--- config.mk ---
export PLATFORM = sky130hd
export DESIGN_NAME = rc4_decrypt_core
export DESIGN_NICKNAME = d
export VERILOG_FILES = /design/src/rtl/rc4_pkg.sv /design/src/rtl/rc4_decrypt_core.sv
export SDC_FILE = /design/constraint.sdc
export NUM_CORES = 1
export LEC_CHECK = 0
export CAP_MARGIN = 5
export CORE_MARGIN = 10
export CORE_UTILIZATION = 54
export DETAILED_ROUTE_END_ITERATION = 12
export DONT_BUFFER_PORTS = 1
export HOLD_SLACK_MARGIN = 0.12
export PLACE_DENSITY = 0.65
export SYNTH_ARGS = -nofsm -noshare
export SYNTH_HDL_FRONTEND = slang
export SYNTH_SLANG_ARGS = --single-unit
--- constraint.sdc ---
create_clock -name clk -period 10.25 [get_ports clk]
set_input_delay 1.025 -clock clk [delete_from_list [all_inputs] [get_ports clk]]
set_output_delay 1.025 -clock clk [all_outputs]
set_load 0.01 [all_outputs]
--- src/rtl/rc4_pkg.sv ---
// Shared types and helpers for the RC4 decrypt core: FSM state encoding,
// S-box size, plaintext character class and MSB-first key byte selection.
package rc4_pkg;

    localparam int S_SIZE        = 256;
    localparam int KEY_MAX_BYTES = 32;

    typedef enum logic [4:0] {
        IDLE,
        INIT,
        K_RD_I, K_CAP_I, K_RD_J, K_CAP_J, K_WR_I, K_WR_J,
        P_INC, P_RD_I, P_CAP_I, P_RD_J, P_CAP_J, P_WR_I, P_WR_J,
        P_RD_F, P_CAP_F, P_OUT,
        DONE
    } state_t;

    function automatic logic is_text_char(input logic [7:0] c);
        return ((c >= 8'h61) && (c <= 8'h7A)) || (c == 8'h20);
    endfunction

    // Byte 0 is the most significant byte of a key nbytes long.
    function automatic logic [7:0] key_byte(input logic [8*KEY_MAX_BYTES-1:0] key,
                                            input int unsigned nbytes,
                                            input int unsigned idx);
        return key[8*(nbytes-1-idx) +: 8];
    endfunction

endpackage

--- src/rtl/rc4_decrypt_core.sv ---
// RC4 key schedule + PRGA over an encrypted ROM, writing plaintext to a result
// RAM and flagging whether every decrypted byte is lowercase text or space.
module rc4_decrypt_core
    import rc4_pkg::*;
#(
    parameter int unsigned KEY_BYTES   = 3,
    parameter int unsigned MSG_LEN     = 32,
    parameter int unsigned EARLY_ABORT = 0
) (
    input  logic                   clk,
    input  logic                   reset,
    input  logic                   start,
    input  logic [8*KEY_BYTES-1:0] key,
    output logic [7:0]             s_addr,
    output logic [7:0]             s_wdata,
    output logic                   s_wen,
    input  logic [7:0]             s_rdata,
    output logic [7:0]             msg_addr,
    input  logic [7:0]             msg_rdata,
    output logic [7:0]             out_addr,
    output logic [7:0]             out_wdata,
    output logic                   out_wen,
    output logic                   busy,
    output logic                   done,
    output logic                   text_ok
);

    localparam int          KEY_EXT_W = 8 * KEY_MAX_BYTES;
    localparam logic [7:0]  I_LAST    = 8'(S_SIZE - 1);
    localparam logic [7:0]  K_LAST    = 8'(MSG_LEN - 1);

    state_t     state, state_nx;
    logic [7:0] i, j, k, si, sj, f, m;
    logic [7:0] i_nx, j_nx, k_nx, si_nx, sj_nx, f_nx, m_nx;
    logic       ok_nx;
    logic [7:0] s_addr_nx, s_wdata_nx, msg_addr_nx, out_addr_nx, out_wdata_nx;
    logic       s_wen_nx, out_wen_nx, busy_nx, done_nx;
    logic [KEY_EXT_W-1:0] key_ext;
    logic [7:0] kb, plain;
    logic       plain_ok;

    assign key_ext  = KEY_EXT_W'(key);
    assign kb       = key_byte(key_ext, KEY_BYTES, 32'(i) % KEY_BYTES);
    assign plain    = f ^ m;
    assign plain_ok = is_text_char(plain);

    always_ff @(posedge clk) begin
        if (!reset) begin
            state     <= IDLE;
            i         <= '0;
            j         <= '0;
            k         <= '0;
            si        <= '0;
            sj        <= '0;
            f         <= '0;
            m         <= '0;
            text_ok   <= 1'b0;
            s_addr    <= '0;
            s_wdata   <= '0;
            s_wen     <= 1'b0;
            msg_addr  <= '0;
            out_addr  <= '0;
            out_wdata <= '0;
            out_wen   <= 1'b0;
            busy      <= 1'b0;
            done      <= 1'b0;
        end else begin
            state     <= state_nx;
            i         <= i_nx;
            j         <= j_nx;
            k         <= k_nx;
            si        <= si_nx;
            sj        <= sj_nx;
            f         <= f_nx;
            m         <= m_nx;
            text_ok   <= ok_nx;
            s_addr    <= s_addr_nx;
            s_wdata   <= s_wdata_nx;
            s_wen     <= s_wen_nx;
            msg_addr  <= msg_addr_nx;
            out_addr  <= out_addr_nx;
            out_wdata <= out_wdata_nx;
            out_wen   <= out_wen_nx;
            busy      <= busy_nx;
            done      <= done_nx;
        end
    end

    always_comb begin
        state_nx = state;
        i_nx     = i;
        j_nx     = j;
        k_nx     = k;
        si_nx    = si;
        sj_nx    = sj;
        f_nx     = f;
        m_nx     = m;
        ok_nx    = text_ok;
        case (state)
            IDLE: if (start) begin
                state_nx = INIT;
                i_nx     = '0;
                j_nx     = '0;
                k_nx     = '0;
                ok_nx    = 1'b0;
            end
            INIT: begin
                i_nx = i + 8'd1;
                if (i == I_LAST) state_nx = K_RD_I;
            end
            K_RD_I:  state_nx = K_CAP_I;
            K_CAP_I: begin
                si_nx    = s_rdata;
                j_nx     = j + s_rdata + kb;
                state_nx = K_RD_J;
            end
            K_RD_J:  state_nx = K_CAP_J;
            K_CAP_J: begin
                sj_nx    = s_rdata;
                state_nx = K_WR_I;
            end
            K_WR_I:  state_nx = K_WR_J;
            K_WR_J: begin
                i_nx     = i + 8'd1;
                state_nx = K_RD_I;
                if (i == I_LAST) begin
                    j_nx     = '0;
                    ok_nx    = 1'b1;
                    state_nx = P_INC;
                end
            end
            P_INC: begin
                i_nx     = i + 8'd1;
                state_nx = P_RD_I;
            end
            P_RD_I:  state_nx = P_CAP_I;
            P_CAP_I: begin
                si_nx    = s_rdata;
                j_nx     = j + s_rdata;
                state_nx = P_RD_J;
            end
            P_RD_J:  state_nx = P_CAP_J;
            P_CAP_J: begin
                sj_nx    = s_rdata;
                state_nx = P_WR_I;
            end
            P_WR_I:  state_nx = P_WR_J;
            P_WR_J:  state_nx = P_RD_F;
            P_RD_F:  state_nx = P_CAP_F;
            P_CAP_F: begin
                f_nx     = s_rdata;
                m_nx     = msg_rdata;
                state_nx = P_OUT;
            end
            P_OUT: begin
                k_nx     = k + 8'd1;
                state_nx = P_INC;
                if (!plain_ok) ok_nx = 1'b0;
                if ((k == K_LAST) || ((EARLY_ABORT != 0) && !plain_ok)) state_nx = DONE;
            end
            DONE:    if (!start) state_nx = IDLE;
            default: state_nx = IDLE;
        endcase

        // Memory-side outputs belong to the state being entered, so they are
        // registered in step with the state and appear during that state.
        s_addr_nx    = '0;
        s_wdata_nx   = '0;
        s_wen_nx     = 1'b0;
        msg_addr_nx  = '0;
        out_addr_nx  = '0;
        out_wdata_nx = '0;
        out_wen_nx   = 1'b0;
        case (state_nx)
            INIT: begin
                s_addr_nx  = i_nx;
                s_wdata_nx = i_nx;
                s_wen_nx   = 1'b1;
            end
            K_RD_I, P_RD_I: s_addr_nx = i_nx;
            K_RD_J, P_RD_J: s_addr_nx = j_nx;
            K_WR_I, P_WR_I: begin
                s_addr_nx  = i_nx;
                s_wdata_nx = sj_nx;
                s_wen_nx   = 1'b1;
            end
            K_WR_J, P_WR_J: begin
                s_addr_nx  = j_nx;
                s_wdata_nx = si_nx;
                s_wen_nx   = 1'b1;
            end
            P_RD_F: begin
                s_addr_nx   = si_nx + sj_nx;
                msg_addr_nx = k_nx;
            end
            P_OUT: begin
                out_addr_nx  = k_nx;
                out_wdata_nx = f_nx ^ m_nx;
                out_wen_nx   = 1'b1;
            end
            default: ;
        endcase
        busy_nx = (state_nx != IDLE) && (state_nx != DONE);
        done_nx = (state_nx == DONE);
    end

endmodule

## After elaboration in Yosys (flattened, before gate mapping)

Cells that the tools add are included.

- Register bits after elaboration: 106
- Bits of input ports: 43

- Reductions and logical operators: 17
- $add $sub $neg: 6
- Multiplexer cells: 25
- $lt $le $gt $ge: 2
- Bitwise operators: 2
- Div/mod/pow operators: 1
- Equal/unequal tests: 37
- Shift-type cells: 1

Operator list:

| operator | number |
|---|---|
| 256-bit by 33-bit variable part select with 8-bit output | 1 |
| 5-bit one-hot mux with 19 select lines | 1 |
| 5-bit by 4-bit == test with 1-bit output (second input constant) | 13 |
| 8-bit two-way mux | 8 |
| 8-bit one-hot mux with 3 select lines | 2 |
| 5-bit by 3-bit == test with 1-bit output (second input constant) | 7 |
| 8-bit by 2-bit modulo with 32-bit output (second input constant) | 1 |
| 8-bit one-hot mux with 2 select lines | 2 |
| 8-bit one-hot mux with 4 select lines | 1 |
| 2-bit by 29-bit subtractor with 29-bit output (first input constant) | 1 |
| 5-bit == test (second input constant) | 5 |
| 8-bit adder | 3 |
| 5-bit two-way mux | 4 |
| 8-bit by 1-bit adder with 8-bit output (second input constant) | 2 |
| 8-bit XOR | 2 |
| 5-bit by 2-bit == test with 1-bit output (second input constant) | 3 |
| 5-bit by 1-bit == test with 1-bit output (second input constant) | 2 |
| 5-bit OR reduction | 2 |
| 8-bit by 5-bit == test with 1-bit output (second input constant) | 1 |
| 8-bit by 6-bit == test with 1-bit output (second input constant) | 1 |
| 8-bit == test (second input constant) | 1 |
| 8-bit by 7-bit >= comparator with 1-bit output (second input constant) | 1 |
| 8-bit by 7-bit <= comparator with 1-bit output (second input constant) | 1 |
| 2-bit OR reduction | 4 |
| 14 further kinds | 22 |

## Depth between registers and ports, before layout

Gate-level depths: netlist of run 1.

- Depth after elaboration: 6
- Mapped depth: 42
- Gate-level depth less buffers: 38

## Least setup slack after synthesis of run 1

OpenSTA, ideal clock, no wires.

- Kind: reg-to-reg
- From: reg i[6]
- To: reg j[7]
- Period minus slack after synthesis: 8122 ps
- Path buffers: 5
- Setup time: 79 ps
- Stages on the path, launching flop included: 38
- Arrival time: 8043 ps
- Slack: 2128 ps
- Cells stage by stage: dfxtp_1 -> buf_2 -> buf_1 -> clkbuf_1 -> ha_1 -> nand3b_1 -> a31oi_2 -> a21boi_2 -> xnor2_1 -> a22o_1 -> ha_1 -> inv_1 -> nand2_1 -> a2111oi_4 -> xnor2_1 -> ha_1 -> or2_2 -> o32a_1 -> [... 2 more ...] -> buf_2 -> ha_1 -> or2_0 -> o32ai_1 -> nand4b_1 -> o21a_1 -> buf_6 -> nor2b_1 -> ha_1 -> a21o_1 -> a21oi_1 -> o21bai_1 -> a21oi_1 -> o21bai_1 -> a21oi_1 -> xor2_1 -> or3b_1 -> o211ai_1

- Cells in the longest elaborated chain, start to end: 5
- Elaborated cells on any way between the ends: 7
- Classes of those cells: add/sub (2); div (1); eq/ne (1); shift (1); mux (2)

Ends and longest elaborated chain:

| element | RTL line | source |
|---|---|---|
| from (decl) | rc4_decrypt_core.sv:33 | `logic [7:0] i, j, k, si, sj, f, m;` |
| from (signal assigned) | rc4_decrypt_core.sv:69 | `i <= i_nx;` |
| 8-bit by 2-bit modulo with 32-bit output | rc4_decrypt_core.sv:43 | `assign kb = key_byte(key_ext, KEY_BYTES, 32'(i) % KEY_BYTES);` |
| 2-bit by 29-bit subtractor with 29-bit output | rc4_pkg.sv:25 | `return key[8*(nbytes-1-idx) +: 8];` |
| 256-bit by 33-bit variable part select with 8-bit output | rc4_pkg.sv:25 |  |
| 8-bit adder | rc4_decrypt_core.sv:114 | `j_nx = j + s_rdata + kb;` |
| 8-bit one-hot mux with 4 select lines * | rc4_decrypt_core.sv:99 | `case (state)` |
| to (signal assigned) | rc4_decrypt_core.sv:70 | `j <= j_nx;` |
| to (decl) | rc4_decrypt_core.sv:33 |  |

Mark *: on every way between the ends. The rest lies on a longest branch, timed or not.
A chain may end at the register's enable or synchronous reset.

## Final worst setup path of run 1

- From: reg i[7]
- To: reg j[7]

Same word-level chain as after synthesis.

==> impl_metrics.py, run 1 <==
metrics = {
    "yosys": {
        "ys_ff_latch": 106,
        "synth.most_common_cell": "nand2_1",
        "seq_area_frac_synth": 0.3141,
        "ys_types": 88,
        "yosys_warnings": 0,
        "synth_fp_nets": 919,
        "synth_area_leaders": "dfxtp_1 31%, nand2_1 6.4%, nor2_1 5.6%, ha_1 5.4%, a21oi_1 5.1%",
        "synthCells": 844,
        "synthArstFlopShare": 0,
        "avgSynthCellArea_um2": 8.004,
        "yosys.area.top_type": "dfxtp_1",
        "ys.flop_type": "dfxtp_1",
        "yosysTopAreaCellShare": 0.3141,
        "synthTopCellsByCount": "116 x nand2_1, 106 x dfxtp_1, 100 x nor2_1",
        "synthesis.area_um2": 6755,
        "synth_edf_count": 0,
    },
    "outcome": {
        "status": "finished, final reports clean",
    },
    "clocking": {
        "clkLatencyLatePin_ns": 0.35,
        "postCtsSetupBuffers": 0,
        "cts_max_level": 3,
        "tritoncts": "done",
        "cts_resized": 0,
        "cts.clk_slew.worst_paths_ns": 0.07,
        "cts_made_buffers": 9,
        "cts.sinks": 106,
        "cts_root_buf": "clkbuf_16",
        "max-clock-path-buffers": 2,
        "cts_hold_buf": 0,
    },
    "sta": {
        "post-route-period-util": 0.9011,
        "layout_min_cycle_time_ns": 9.237,
        "tightest_slew_ns": 1.342,
        "slew_headroom": 0.09833,
        "setup-violations-final": 0,
        "skew_ns": 0.008311,
        "slew_violations": 0,
        "max_freq_mhz": 108.3,
        "grt_setup_unrepaired": "no",
        "fin_tns_setup_ns": 0,
        "report.final.hold_viol_count": 0,
    },
    "drt": {
        "viasPerCell": 6.083,
        "drcViolationCount": 0,
        "drt_wl_total_mm": 17.42,
        "ant_nets": 0,
        "vias": 6004,
        "firstDrtPassIters": 8,
        "drt_iter0_drc": 580,
        "wl_per_cell_um": 17.65,
    },
    "grt": {
        "grt_pass1_wl_mm": 28.46,
        "grt_max_degree": 36,
        "grtUsageMet2": 0.3224,
        "antenna_found_initial": 0,
        "grt_remaining_overflow": 0,
        "grt_pass1_vias": 5664,
        "met1_usage": 0.2398,
        "grt.busiest_layer": "met2",
        "gr-usage-met3": 0.04726,
        "grtUsageTotal": 0.1935,
    },
    "job": {
        "cap_violations": 0,
    },
    "critical_path": {
        "worst_ep_required_time_ns": 10.53,
        "cp_data_arrival_time_ns": 9.51,
        "slowest_delay_ns": 0.81,
        "cpMostUsedCell": "ha_1",
        "setup.worst_path.class": "reg -> reg",
        "cp-end-kind": "flop",
        "start_kind": "flop",
        "slowest_stage": "dfxtp_1",
        "cp_max_fo": 21,
        "crit_family": "compound AO/OA/AOI/OAI gates",
        "crit_buf_inv": 1,
    },
    "layout": {
        "layoutNonFillerInstCount": 987,
        "fin_area_um2": 7061,
        "area_growth_pct": 4.519,
        "nFillCells": 1159,
        "final_nets": 890,
        "drive_gt1_frac": 0.05983,
        "n_antenna_cell": 0,
    },
    "floorplanning": {
        "die_h_um": 131.8,
        "die_area_um2": 17380,
        "coreArea_um2": 12110,
        "start_util": 0.5577,
        "die_x_um": 131.8,
        "num_rows": 40,
        "io_pins": 88,
    },
    "place": {
        "gp_congestion": 0.8944,
        "place_area_um2": 6793,
        "port_buffers": 0,
        "placed_cells": 972,
        "place_hpwl_mm": 13.01,
    },
    "hold_path": {
        "min_path_type": "reg -> reg",
    },
    "power": {
        "leakage_nw": 2.866,
        "vdd_ir_drop_max_uv": 100.8,
        "powerDensity_nw_per_um2": 145.3,
    },
}
-- tightest hold or removal path, delay by kind of cell, from the launching register on --
family / cells / cell delay (ns)
flops: 1 / 0.30
simple gates: 1 / 0.06
compound gates: 1 / 0.06
-- layout make-up --
class                   count  area, µm²  area share
clock inverters             5      38.79    0.005494
inverters                  26      97.59     0.01382
multi-input cells         668       4333      0.6137
well taps                 168      210.2     0.02977
repair buffers              4      30.03    0.004253
clock buffers              10      229.0     0.03243
flip-flops and latches    106       2122      0.3006
-- registers in the layout, indices dropped and copies added, names as in the netlist, 5 cells and up --
register   count
f              8
i              8
j              8
k              8
m              8
msg_addr       8
out_addr       8
out_wdata      8
s_addr         8
s_wdata        8
si             8
sj             8
state          5
-- kinds of logic after synthesis --
| group | after synthesis | share of synthesized area |
|---|---|---|
| AO/OA/AOI/OAI | 221 | 0.2336 |
| XOR/XNOR | 58 | 0.07631 |
| adder cells (fa/ha/maj) | 32 | 0.06260 |
| buffers and inverters | 70 | 0.04482 |
| flip-flops | 106 | 0.3141 |
| multiplexers | 18 | 0.02908 |
| AND/OR/NAND/NOR | 339 | 0.2395 |
-- cell usage in the layout, fill, tap and decap left out, drive strengths merged, types with 11 or more instances in the layout --
cell type  Yosys  routed
a211oi        14      14
a21oi         70      70
a222oi        14      14
and2          19      19
dfxtp        106     106
ha            29      29
inv           25      27
nand2        118     118
nand3         19      19
nor2         100     100
nor2b         12      12
nor3          18      18
nor3b         11      11
o21ai         25      25
xnor2         34      34
xor2          24      24
-- power breakdown --
group | leakage [nW] | internal, mW | switching, mW
sequential | 0.855 | 0.422 | 0.0171
clock | 0.129 | 0.165 | 0.154
combinational | 1.88 | 0.106 | 0.162
-- routing by layer --
layer | part of all wire | wire (µm) | vias to the layer above
li1 | - | - | 2943
met1 | 0.44 | 7600 | 2826
met2 | 0.48 | 8346 | 216
met3 | 0.072 | 1259 | 19
met4 | 0.012 | 212 | 0
met5 | 0 | 0 | -
-- final timing paths --
path / slack, ns / from / end / cells after the start
worst max-delay path: 1.01 / i[7] / j[7] / 32
worst min-delay path: 0.47 / sj[3] / sj[3] / 2
worst max register to register: 1.01 / i[7] / j[7] / 32
worst min register to register: 0.47 / sj[3] / sj[3] / 2
-- per-stage QoR --
stage               setup WS, ns  utilization  total power [mW]  hold WS [ns]
detailed placement         1.122       0.5608            0.7110        0.4582
finish                     1.013       0.5830             1.026        0.4656
CTS                        1.076       0.5830             1.031        0.4701
floorplan                  2.128            -            0.6591        0.4443
global placement           1.560       0.5608            0.7054        0.4536
global route              0.2003       0.5830             1.087        0.4909
No activity file was read; power rests on OpenSTA's default activity.
==> run 2, diff against run 1 <==
- PLACE_DENSITY: 0.65 -> 0.69
==> run 2 against run 1 <==
  * Sequential power is essentially flat
  * Global-route usage is 0.53 points lower
  * Final area rose by 0.57%
  * Hold slack about the same
  * Critical path type unchanged
  * Largest cell class unchanged
  * Highest routed layer unchanged
==> impl_metrics.py, run 2 (synthesis gave the netlist of run 1 again) <==
metrics = {
    "layout": {
        "seq_area_um2": 2122,
        "final_common_cell": "nand2_1",
        "fin_area_um2": 7101,
        "n_antenna_cell": 0,
        "multi_input_area_um2": 4333,
        "mostFrequentLayoutCells": "116 x nand2_1, 106 x dfxtp_1, 99 x nor2_1, 69 x a21oi_1, 33 x xnor2_1",
        "area_growth_pct": 5.112,
        "nFillCells": 1127,
        "drive_gt1_frac": 0.06220,
        "final_nets": 890,
    },
    "place": {
        "place_area_um2": 6793,
        "port_buffers": 0,
        "gp_congestion": 0.9090,
        "pre_cts_ws_ns": 1.276,
        "place_hpwl_mm": 12.94,
    },
    "sta": {
        "max_freq_mhz": 110.0,
        "slew_violations": 0,
        "hold_ws_ns": 0.4657,
        "tightest_slew_ns": 1.318,
        "slew_headroom": 0.1147,
        "layout_min_cycle_time_ns": 9.092,
        "report.final.hold_viol_count": 0,
        "skew_ns": 0.01124,
        "setup-violations-final": 0,
        "setup_ws_ns": 1.158,
        "grt_setup_unrepaired": "no",
        "post-route-period-util": 0.8870,
        "fin_tns_setup_ns": 0,
    },
    "critical_path": {
        "rr_endpoint": "j[7]",
        "worstRegToRegCells": 32,
        "cpMostUsedCell": "ha_1",
        "rr_startpoint": "i[7]",
        "cp-end-kind": "flop",
        "slowest_delay_ns": 0.79,
        "worst_ep_required_time_ns": 10.52,
        "cp_max_fo": 21,
        "cp_data_arrival_time_ns": 9.36,
        "setup.worst_path.class": "reg -> reg",
        "start_kind": "flop",
        "slowest_stage": "dfxtp_1",
        "reg2reg_slack_ns": 1.16,
    },
    "drt": {
        "wl_per_cell_um": 17.54,
        "ant_nets": 0,
        "viasPerCell": 6.099,
        "vias": 6026,
        "firstDrtPassIters": 6,
        "drcViolationCount": 0,
        "drt_wl_total_mm": 17.33,
        "drt_iter0_drc": 611,
    },
    "clocking": {
        "cts_hold_buf": 0,
        "clkLatencyLatePin_ns": 0.35,
        "postCtsSetupBuffers": 0,
        "cts.sinks": 106,
        "max-clock-path-buffers": 2,
        "cts_max_level": 3,
        "cts_resized": 0,
        "cts_root_buf": "clkbuf_16",
        "cts_made_buffers": 9,
        "tritoncts": "done",
        "cts.clk_slew.worst_paths_ns": 0.07,
    },
    "grt": {
        "grtUsageTotal": 0.1882,
        "grt_max_degree": 45,
        "grt_remaining_overflow": 0,
        "grt_pass1_wl_mm": 27.99,
        "grt_pass1_vias": 5595,
        "antenna_found_initial": 0,
    },
    "power": {
        "post-layout-total-power_mw": 1.058,
        "vdd_ir_drop_max_uv": 103.1,
        "leakage_nw": 2.887,
        "powerDensity_nw_per_um2": 149.0,
    },
    "floorplanning": {
        "die_area_um2": 17380,
        "num_rows": 40,
        "die_x_um": 131.8,
        "die_h_um": 131.8,
        "start_util": 0.5577,
        "io_pins": 88,
        "coreArea_um2": 12110,
    },
    "hold_path": {
        "min_path_type": "reg -> reg",
        "hold_start": "sj[4]",
        "holdPathStages": 2,
        "holdPathEnd": "sj[4]",
    },
    "job": {
        "cap_violations": 0,
    },
    "outcome": {
        "status": "finished, final reports clean",
    },
}
-- run 2: cell count changes in the layout (fill, tap and decap cells not counted) --
cell       previous run  this run
clkbuf_1              1         0
clkinv_4              1         0
inv_8                 0         2
bufinv_16             0         1
-- run 2: area by class of cell --
class                           instances  area share
Multi-Input combinational cell        668      0.6102
Sequential cell                       106      0.2989
Clock buffer                            9     0.03172
Tap cell                              168     0.02960
Inverter                               26     0.01374
Clock inverter                          7     0.01163
Timing Repair Buffer                    4    0.004229
-- run 2: power by group --
part	internal (mW)	switching [mW]	leakage, nW
combinational	0.106	0.159	1.88
sequential	0.422	0.0172	0.855
clock	0.194	0.160	0.150
total	0.722	0.336	2.89
-- run 2: how the worst max path moves through the flow --
stage / startpoint / end / slack [ns] / cells past startpoint
2_1_floorplan: i[6] / j[7] / 2.13 / 37
3_3_place_gp: i[7] / s_addr[7] / 1.60 / 32
3_5_place_dp: i[7] / j[7] / 1.28 / 32
4_1_cts: i[7] / j[7] / 1.21 / 32
5_1_grt: i[7] / s_addr[7] / 0.37 / 32
6_report: i[7] / j[7] / 1.16 / 32
-- run 2: critical path, delay by kind of cell, from the launching register on --
| kind | cells | cell delay [ns] |
|---|---|---|
| adder cells (fa/ha/maj) | 5 | 1.61 |
| flip-flops | 1 | 0.79 |
| buffers and inverters | 1 | 0.12 |
| AND/OR/NAND/NOR | 7 | 1.49 |
| XOR/XNOR | 4 | 0.92 |
| AO/OA/AOI/OAI | 15 | 4.06 |
-- run 2: metal layers --
metal,vias to the layer above,wire [µm],GRT usage
met5,-,0,0
met4,0,208,0.04450
met3,26,1111,0.04764
met2,198,8453,0.3177
met1,2844,7554,0.2340
li1,2958,-,-
-- run 2: per-stage QoR --
step	utilization	cells
floorplan	-	844
global placement	0.5608	972
detailed placement	0.5608	972
CTS	0.5863	988
global route	0.5863	988
finish	0.5863	988
==> run 3, diff against run 2 <==
- CORE_ASPECT_RATIO: default -> 1.25
==> run 3 against run 2 <==
  * Clock power shrank 9.3%
  * Hold slack lost 0.0033 ns
  * Non-clock buffer count is the same
  * Global-route usage grew 0.41 points
  * Utilization shrank 0.87 points
  * Count of clock-buffer cells in the layout grew 2
  * Final area shrank 0.62%
  * Sequential cell count is the same
  * Combinational power is essentially flat
  * Critical path depth is the same
  * Die area grew 0.17%
  * Final cell count shrank 0.51%
  * Critical path type unchanged
  * Largest power group unchanged
==> impl_metrics.py, run 3 (synthesis gave the netlist of run 1 again) <==
metrics = {
    "layout": {
        "fin_area_um2": 7057,
        "n_antenna_cell": 0,
        "drive_gt1_frac": 0.05861,
        "final_nets": 890,
        "mostFrequentLayoutCells": "116 x nand2_1, 106 x dfxtp_1, 99 x nor2_1, 69 x a21oi_1, 33 x xnor2_1",
        "utilization": 0.5776,
        "area_growth_pct": 4.464,
        "nFillCells": 1127,
        "final_common_cell": "nand2_1",
    },
    "critical_path": {
        "slowest_stage": "dfxtp_1",
        "cpMostUsedCell": "ha_1",
        "cp_data_arrival_time_ns": 9.38,
        "setup.worst_path.class": "reg -> reg",
        "cp-end-kind": "flop",
        "worst_ep_required_time_ns": 10.52,
        "start_kind": "flop",
        "slowest_delay_ns": 0.77,
        "cp_max_fo": 21,
    },
    "outcome": {
        "status": "finished, final reports clean",
    },
    "drt": {
        "vias": 5992,
        "ant_nets": 0,
        "viasPerCell": 6.096,
        "drt_iter0_drc": 417,
        "firstDrtPassIters": 8,
        "drt_wl_total_mm": 17.34,
        "wl_per_cell_um": 17.64,
        "drcViolationCount": 0,
    },
    "sta": {
        "grt_setup_unrepaired": "no",
        "tightest_slew_ns": 1.294,
        "skew_ns": 0.005426,
        "slew_headroom": 0.1305,
        "setup-violations-final": 0,
        "report.final.hold_viol_count": 0,
        "fin_tns_setup_ns": 0,
        "post-route-period-util": 0.8882,
        "max_freq_mhz": 109.8,
        "layout_min_cycle_time_ns": 9.104,
        "slew_violations": 0,
    },
    "clocking": {
        "max-clock-path-buffers": 2,
        "cts_resized": 0,
        "cts_root_buf": "clkbuf_16",
        "cts_hold_buf": 0,
        "cts_made_buffers": 9,
        "postCtsSetupBuffers": 0,
        "clkLatencyLatePin_ns": 0.35,
        "cts.clk_slew.worst_paths_ns": 0.07,
        "cts.sinks": 106,
        "cts_max_level": 3,
        "tritoncts": "done",
    },
    "floorplanning": {
        "die_area_um2": 17410,
        "die_x_um": 120.0,
        "io_pins": 88,
        "start_util": 0.5529,
        "num_rows": 45,
        "die_h_um": 145.1,
        "coreArea_um2": 12220,
    },
    "power": {
        "power_switching_mw": 0.3316,
        "swShare": 0.3233,
        "seqPwrFrac": 0.428,
        "combPwrFrac": 0.257,
        "leakage_nw": 2.866,
        "internal_power_mw": 0.6940,
        "powerDensity_nw_per_um2": 145.3,
        "vdd_ir_drop_max_uv": 99.21,
        "clock_power_share": 0.314,
    },
    "place": {
        "place_hpwl_mm": 13.29,
        "port_buffers": 0,
        "gp_congestion": 0.8950,
        "place_area_um2": 6788,
    },
    "grt": {
        "grt_remaining_overflow": 0,
        "antenna_found_initial": 0,
        "grt_pass1_vias": 5641,
        "grt_max_degree": 31,
        "grt_pass1_wl_mm": 28.43,
        "grtUsageTotal": 0.1922,
    },
    "job": {
        "cap_violations": 0,
    },
    "hold_path": {
        "min_path_type": "reg -> reg",
    },
}
-- run 3: layer usage --
metal / track usage / vias to the layer above / wire (µm) / share of wire
li1: - / 2942 / - / -
met1: 0.2395 / 2819 / 7398 / 0.43
met2: 0.3205 / 212 / 8390 / 0.48
met3: 0.04341 / 19 / 1262 / 0.073
met4: 0.05804 / 0 / 284 / 0.016
met5: 0 / - / 0 / 0
-- run 3: cell type report --
class | instances | area [µm²] | area share
Sequential cell | 106 | 2122 | 0.3007
Inverter | 26 | 97.59 | 0.01383
Clock buffer | 11 | 232.7 | 0.03298
Timing Repair Buffer | 4 | 30.03 | 0.004255
Clock inverter | 4 | 36.28 | 0.005142
Multi-Input combinational cell | 668 | 4333 | 0.6140
Tap cell | 164 | 205.2 | 0.02908
-- run 3: power by group through the flow --
stage / combinational (mW) / sequential, mW / clock, mW
6_report: 0.264 / 0.439 / 0.322
2_1_floorplan: 0.221 / 0.438 / 0
5_1_grt: 0.297 / 0.441 / 0.346
4_1_cts: 0.262 / 0.439 / 0.330
3_5_place_dp: 0.260 / 0.449 / 0
3_3_place_gp: 0.251 / 0.448 / 0
-- run 3: worst paths after layout --
| check | startpoint | to | slack, ns | cells past startpoint |
|---|---|---|---|---|
| max | i[7] | s_addr[7] | 1.15 | 32 |
| min | sj[6] | sj[6] | 0.46 | 2 |
| max reg2reg | i[7] | s_addr[7] | 1.15 | 32 |
| min reg2reg | sj[6] | sj[6] | 0.46 | 2 |
-- run 3: critical path, delay by kind of cell (launching register included) --
family,cells,cell delay [ns]
fa+ha+maj,5,1.65
flops,1,0.77
buf+inv,1,0.12
simple gates,7,1.53
xor+xnor,4,0.91
compound gates,15,4.01
-- run 3: per-stage QoR --
stage                     power, mW  std cells  hold slack (ns)  setup WS (ns)
after floorplan              0.6591        844           0.4443          2.128
after global placement       0.6995        968           0.4507          1.588
after detailed placement     0.7085        968           0.4581          1.218
after CTS                     1.031        983           0.4682          1.191
after global routing          1.084        983           0.4890         0.3211
final                         1.026        983           0.4624          1.146
